--- src/rtl/shift_sequencer.sv ---
// Multi-cycle SLL/SRL/SRA sequencer: shifts a captured operand by at most
// STEP bit positions per clock, with a start/busy/done handshake.
module shift_sequencer #(
    parameter int STEP = 4
) (
    input  logic        clk_i,
    input  logic        rst_i,
    input  logic        start_i,
    input  logic        flush_i,
    input  logic [1:0]  op_i,
    input  logic [31:0] a_i,
    input  logic [4:0]  shamt_i,
    output logic [31:0] result_o,
    output logic        busy_o,
    output logic        done_o
);

    typedef enum logic [1:0] {
        IDLE  = 2'd0,
        SHIFT = 2'd1,
        DONE  = 2'd2
    } state_t;

    localparam logic [1:0] OP_SLL  = 2'b00;
    localparam logic [1:0] OP_SRA  = 2'b11;
    localparam logic [1:0] OP_PASS = 2'b10;
    localparam logic [4:0] STEP_AMT = 5'(STEP);

    state_t      state_q, state_d;
    logic [31:0] result_q, result_d;
    logic [4:0]  rem_q, rem_d;
    logic [1:0]  op_q, op_d;
    logic        sign_q, sign_d;

    logic [4:0]  step_k;
    logic [31:0] fill_mask;
    logic [31:0] shifted;

    // Never step past the remaining count, so the last step is exact.
    assign step_k    = (rem_q < STEP_AMT) ? rem_q : STEP_AMT;
    assign fill_mask = ~(32'hFFFF_FFFF >> step_k);

    always_comb begin
        shifted = result_q >> step_k;
        case (op_q)
            OP_SLL:  shifted = result_q << step_k;
            OP_SRA:  shifted = (result_q >> step_k) | (sign_q ? fill_mask : 32'h0);
            default: shifted = result_q >> step_k;
        endcase
    end

    always_comb begin
        state_d  = state_q;
        result_d = result_q;
        rem_d    = rem_q;
        op_d     = op_q;
        sign_d   = sign_q;
        case (state_q)
            IDLE, DONE: begin
                if (flush_i) begin
                    state_d = IDLE;
                end else if (start_i) begin
                    op_d     = op_i;
                    sign_d   = a_i[31];
                    result_d = a_i;
                    if (shamt_i != 5'd0 && op_i != OP_PASS) begin
                        rem_d   = shamt_i;
                        state_d = SHIFT;
                    end else begin
                        rem_d   = 5'd0;
                        state_d = DONE;
                    end
                end else begin
                    state_d = IDLE;
                end
            end
            SHIFT: begin
                if (flush_i) begin
                    // Aborted op: result keeps its partial value, no Done pulse.
                    rem_d   = 5'd0;
                    state_d = IDLE;
                end else begin
                    result_d = shifted;
                    rem_d    = rem_q - step_k;
                    state_d  = (rem_q == step_k) ? DONE : SHIFT;
                end
            end
            default: state_d = IDLE;
        endcase
    end

    always_ff @(posedge clk_i or posedge rst_i) begin
        if (rst_i) begin
            state_q  <= IDLE;
            result_q <= 32'h0;
            rem_q    <= 5'd0;
            op_q     <= 2'b00;
            sign_q   <= 1'b0;
        end else begin
            state_q  <= state_d;
            result_q <= result_d;
            rem_q    <= rem_d;
            op_q     <= op_d;
            sign_q   <= sign_d;
        end
    end

    assign result_o = result_q;
    assign busy_o   = (state_q == SHIFT);
    assign done_o   = (state_q == DONE);

endmodule

--- config.mk ---
export PLATFORM = sky130hd
export DESIGN_NAME = shift_sequencer
export DESIGN_NICKNAME = d
export VERILOG_FILES = /design/src/rtl/shift_sequencer.sv
export SDC_FILE = /design/constraint.sdc
export NUM_CORES = 1
export LEC_CHECK = 0
export ABC_CLOCK_PERIOD_IN_PS = 3010
export BUFFER_PORTS_ARGS = -buffer_cell sky130_fd_sc_hd__buf_2
export CORE_MARGIN = 1
export CORE_UTILIZATION = 37
export DETAILED_ROUTE_END_ITERATION = 10
export PLACE_DENSITY = 0.66
export SYNTH_ARGS = -nofsm -noshare
export SYNTH_HDL_FRONTEND = slang
export SYNTH_SLANG_ARGS = --single-unit
export TNS_END_PERCENT = 20
--- constraint.sdc ---
create_clock -name clk_i -period 3.01 [get_ports clk_i]
set_input_delay 0.602 -clock clk_i [delete_from_list [all_inputs] [get_ports clk_i]]
set_output_delay 0.602 -clock clk_i [all_outputs]
set_load 0.03 [all_outputs]
* Word level (Yosys, flattened, before mapping)
Index checks and enable logic that the tools add are counted.
** Word-level totals
- Register bits :: 42
- Input port bits :: 43
- Output and inout bits :: 34
- Logic and storage cells :: 48
** Cells by class
- Add/sub/neg operators :: 1
- Magnitude comparators :: 1
- Equality and inequality tests :: 8
- Shift operators :: 3
- Mux-type cells :: 18
- Bitwise gates (word level) :: 3
- Reductions and logical operators :: 9
** Operator list (count)
- two-way mux 32 bit :: 4
- case mux 32 bit (2 select lines) :: 2
- inverter 32 bit :: 1
- OR 32 bit :: 1
- << shifter 32 x 5 -> 32 bit :: 1
- right shift 32 x 5 -> 32 bit :: 1
- right shift 32 x 5 -> 32 bit, first input constant :: 1
- two-way mux 5 bit :: 5
- two-way mux 2 bit :: 5
- case mux 5 bit (2 select lines) :: 1
- inequality test 2 bit, second input constant :: 4
- AND reduction 3 bit :: 2
- == test 5 bit :: 1
- < comparator 5 x 3 -> 1 bit, second input constant :: 1
- nonzero test 5 bit :: 1
- subtractor 5 bit :: 1
- == test 2 bit, second input constant :: 2
- logical NOT 2 bit :: 2
- case mux 2 bit (2 select lines) :: 1
- AND reduction 4 bit :: 1
- == test 2 x 1 -> 1 bit, second input constant :: 1
- nonzero test 2 bit :: 1
- OR reduction 2 bit :: 1
- logical AND 1 bit :: 1
- inverter 1 bit :: 1

* Depth between registers and ports, before layout
- Depth in word-level cells :: 9
- Mapped depth :: 12
- Gate-level depth less buffers :: 8

* Worst setup path before layout
OpenSTA, ideal clock, no wires.
- Path type :: reg2reg
- From :: reg rem_q[3]
- To :: reg rem_q[1]
- Library setup time :: 0.131 ns
- Arrival time :: 1.970 ns
- Required time :: 2.879 ns
- Setup slack :: 0.909 ns
- Stages on the path, launching flop included :: 10
- Buffers on the path :: 4
- Clock period less this slack :: 2.101 ns
- Path through :: dfrtp_1 buf_2 or3_1 buf_2 buf_2 buf_1 nand2_1 ha_1 a22oi_1 a21oi_1
** Between the ends
- Cells in the longest elaborated chain, start to end :: 5
** RTL lines
- start: declaration :: RTL line 31 : logic [4:0] rem_q, rem_d;
- start signal: assignment :: RTL line 102 : rem_q <= rem_d;
- < comparator 5 x 3 -> 1 bit :: RTL line 40 : assign step_k = (rem_q < STEP_AMT) ? rem_q : STEP_AMT;
- two-way mux 5 bit :: RTL line 40
- subtractor 5 bit :: RTL line 84 : rem_d = rem_q - step_k;
- two-way mux 5 bit :: RTL line 78 : if (flush_i) begin
- case mux 5 bit (2 select lines) :: RTL line 58 : case (state_q)
No other way between the ends.
A chain may end at the register's enable or synchronous reset.

* Final worst setup path
- From :: reg rem_q[2]
- To :: reg result_q[20] (netlist: result_o[20])
** Between the ends
- Cells in the longest elaborated chain, start to end :: 9
- Elaborated cells between the ends (all ways) :: 11
- Classes of those cells :: order compare: 1; shift: 3; mux: 5; bitwise: 2
** RTL lines
- < comparator 5 x 3 -> 1 bit :: RTL line 40
- two-way mux 5 bit * :: RTL line 40
- right shift 32 x 5 -> 32 bit :: RTL line 41 : assign fill_mask = ~(32'hFFFF_FFFF >> step_k);
- inverter 32 bit :: RTL line 41
- two-way mux 32 bit :: RTL line 47 : OP_SRA: shifted = (result_q >> step_k) | (sign_q ? fill_mask : 32'h0);
- OR 32 bit :: RTL line 47
- case mux 32 bit (2 select lines) * :: RTL line 45 : case (op_q)
- two-way mux 32 bit * :: RTL line 78
- case mux 32 bit (2 select lines) * :: RTL line 58
- end signal: assignment :: RTL line 101 : result_q <= result_d;
- end: declaration :: RTL line 30 : logic [31:0] result_q, result_d;
Mark *: on every way between the ends. The rest lies on a longest branch, timed or not. The select of a mux whose other input is x is not followed.

==> flow_summary.toml <==
[run_status]
status = "completed"

[clocking]
cts_tree = "built"
htree_levels = 2
cts_buffers = 5
cts_buffer_depth = 2
cts-resized-gates = 0
post-cts-setup-buffer-count = 0
clkTransAtPathRegs_ps = 70
cts.sinks = 42
clkLatencyLatePin_ps = 300
ctsHoldBuffers = 0
clock-root-buffer = "clkbuf_16"

[detailed_routing]
finalWirelength_um = 19200
via_per_inst = 7.04
drtIter0Drc = 718
wl_per_cell_um = 24.1
drc = 0
dr.pass1.iters = 6
ant_nets = 0
vias = 5593

[yosys]
ys_seq_area_share_pct = 23.1
synth_most_common_cell = "nand2_1"
ys_top_cells_by_count = "nand2_1, a21oi_1, clkbuf_1"
synth_cell_type_count = 72
synth_seq_cells = 42
synth_warnings = 0
ys_dominant_reg_cell = "dfrtp_1"
synth_area_leaders = "dfrtp_1, a21oi_1, nand2_1, a221oi_1, mux2i_1"
avgSynthCellArea_um2 = 7.36
syn-instance-count = 619
synth_edf_count = 0
syn-num-nets = 666
synthArstFlopShare_pct = 100
yosysTopAreaCellShare_pct = 23.1
synth_largest_area_cell = "dfrtp_1"
syn_area_um2 = 4560

[sta]
hold_ws_ps = 513
setup-tns-final_ps = 0
rsz0062_at_grt = "false"
finalClockSkew_ps = 6.79
fmax_mhz = 379
finalSetupViolations = 0
tightest_slew_ps = 1040
finalMaxSlewViolations = 0
period_share_pct = 87.6
fin_crit_ps = 2640
hold_violations = 0
slew-limit-headroom_pct = 30.6

[grt]
grt_max_degree = 48
antenna_found_initial = 0
grt_use_total_pct = 30.2
grt_pass1_vias = 5383
grt_overflow = 0
grt_pass1_wl_um = 30000

[floorplanning]
rows = 40
die_area_um2 = 12800
ioPinCount = 77
start_util_pct = 37.9
core_area_um2 = 12000
die-width_um = 113
die_h_um = 113

[worst_setup_path]
rrSetupSlack_ps = 370
cp_slowest_cell = "or4b_4"
critPathBufInv = 0
start_kind = "register"
cp_max_fo = 47
worstPathRequired_ps = 3160
arrival_ps = 2790
critPathKind = "register to register"
path_delay_family = "simple AND/OR/NAND/NOR gates"
crit_path_cell_trace = "or4b_4 > nand2_1 > a21oi_1 > a311oi_1 > a31oi_1"
critPathCaptureType = "register"
slowest_delay_ps = 920

[pwr]
peakVddDrop_mv = 0.421
total_power_uw = 5590
power_density_nw_per_um2 = 1090
cellLeakagePower_uw = 0.00211

[final_layout]
drive_gt1_share_pct = 20.7
n_antenna_cell = 0
syn_to_final_growth_pct = 12.7
nFillCells = 1260
layout.nets = 693

[place]
portBuffers = 76
dp_hpwl_um = 12900
gp_congestion = 1.00

[min_path]
hp-class = "primary input to register"

[job]
cap_violations = 0
[kinds of logic after synthesis]
kind of cell | share of synthesized area, %
compound gates | 38.1
simple gates | 20.2
buf+inv | 8.92
flops | 23.1
mux | 8.24
fa+ha+maj | 1.10
other cells | 0.165
xor+xnor | 0.192
[per-stage QoR]
step / worst slack [ps] / instance area [um^2] / utilization, % / cells
6_report: 372 / 5140 / 42.8 / 794
5_1_grt: 267 / 5140 / 42.8 / 794
4_1_cts: 476 / 5140 / 42.8 / 794
3_5_place_dp: 519 / 4970 / 41.4 / 786
3_3_place_gp: 521 / 4970 / 41.4 / 786
2_1_floorplan: 909 / 4560 / - / 619
[flip-flops by register name (all words and copies together), names as in the netlist]
name	flops
state_q	2
rem_q	5
result_o	32
sign_q	1
op_q	2
[worst reg2reg max path: cells and delay by family (launching register included)]
kind | cells | cell delay, ps
DFF | 1 | 550
AOI/OAI and AO/OA | 3 | 740
and+or+nand+nor | 2 | 1200
[power breakdown]
| group | switching (uW) | total, uW | internal (uW) |
|---|---|---|---|
| registers | 782 | 1570 | 790 |
| logic | 2190 | 3360 | 1160 |
| clock network | 265 | 658 | 393 |
[layout make-up]
type	instances	area [um^2]	area share, %
multi-input cells	485	3110	60.5
flip-flops and latches	42	1050	20.5
repair buffers	102	588	11.4
well taps	147	184	3.58
clock buffers	6	129	2.51
clock inverters	2	37.5	0.731
inverters	10	37.5	0.731
[path summary, 6_finish.rpt]
kind / from / end / cells after the start
min: a_i[31] / sign_q$_DFFE_PP0P_ / 3
max: rem_q[2]$_DFFE_PP0P_ / result_o[20]$_DFFE_PP0P_ / 5
max in group asynchronous: rst_i / result_o[20]$_DFFE_PP0P_ / 2
max reg2reg: rem_q[2]$_DFFE_PP0P_ / result_o[20]$_DFFE_PP0P_ / 5
min reg2reg: sign_q$_DFFE_PP0P_ / sign_q$_DFFE_PP0P_ / 2
min in group asynchronous: rst_i / result_o[3]$_DFFE_PP0P_ / 2
[layer usage]
layer	wire length, um	GRT usage [%]
met4	874	16.3
met5	0	0
met1	7490	39.8
met2	8340	45.9
met3	2460	7.07
[layout by cell type, fill, tap and decap left out, types with 17 or more instances in the layout]
master / instances
o21ai_0: 32
a221oi_1: 28
buf_2: 76
buf_4: 25
nand3_1: 27
a31oi_1: 17
dfrtp_1: 42
mux2i_1: 24
a21oi_1: 75
nand2_1: 92
nor2_1: 32
Note: power is estimated with default switching activity, not from simulation.
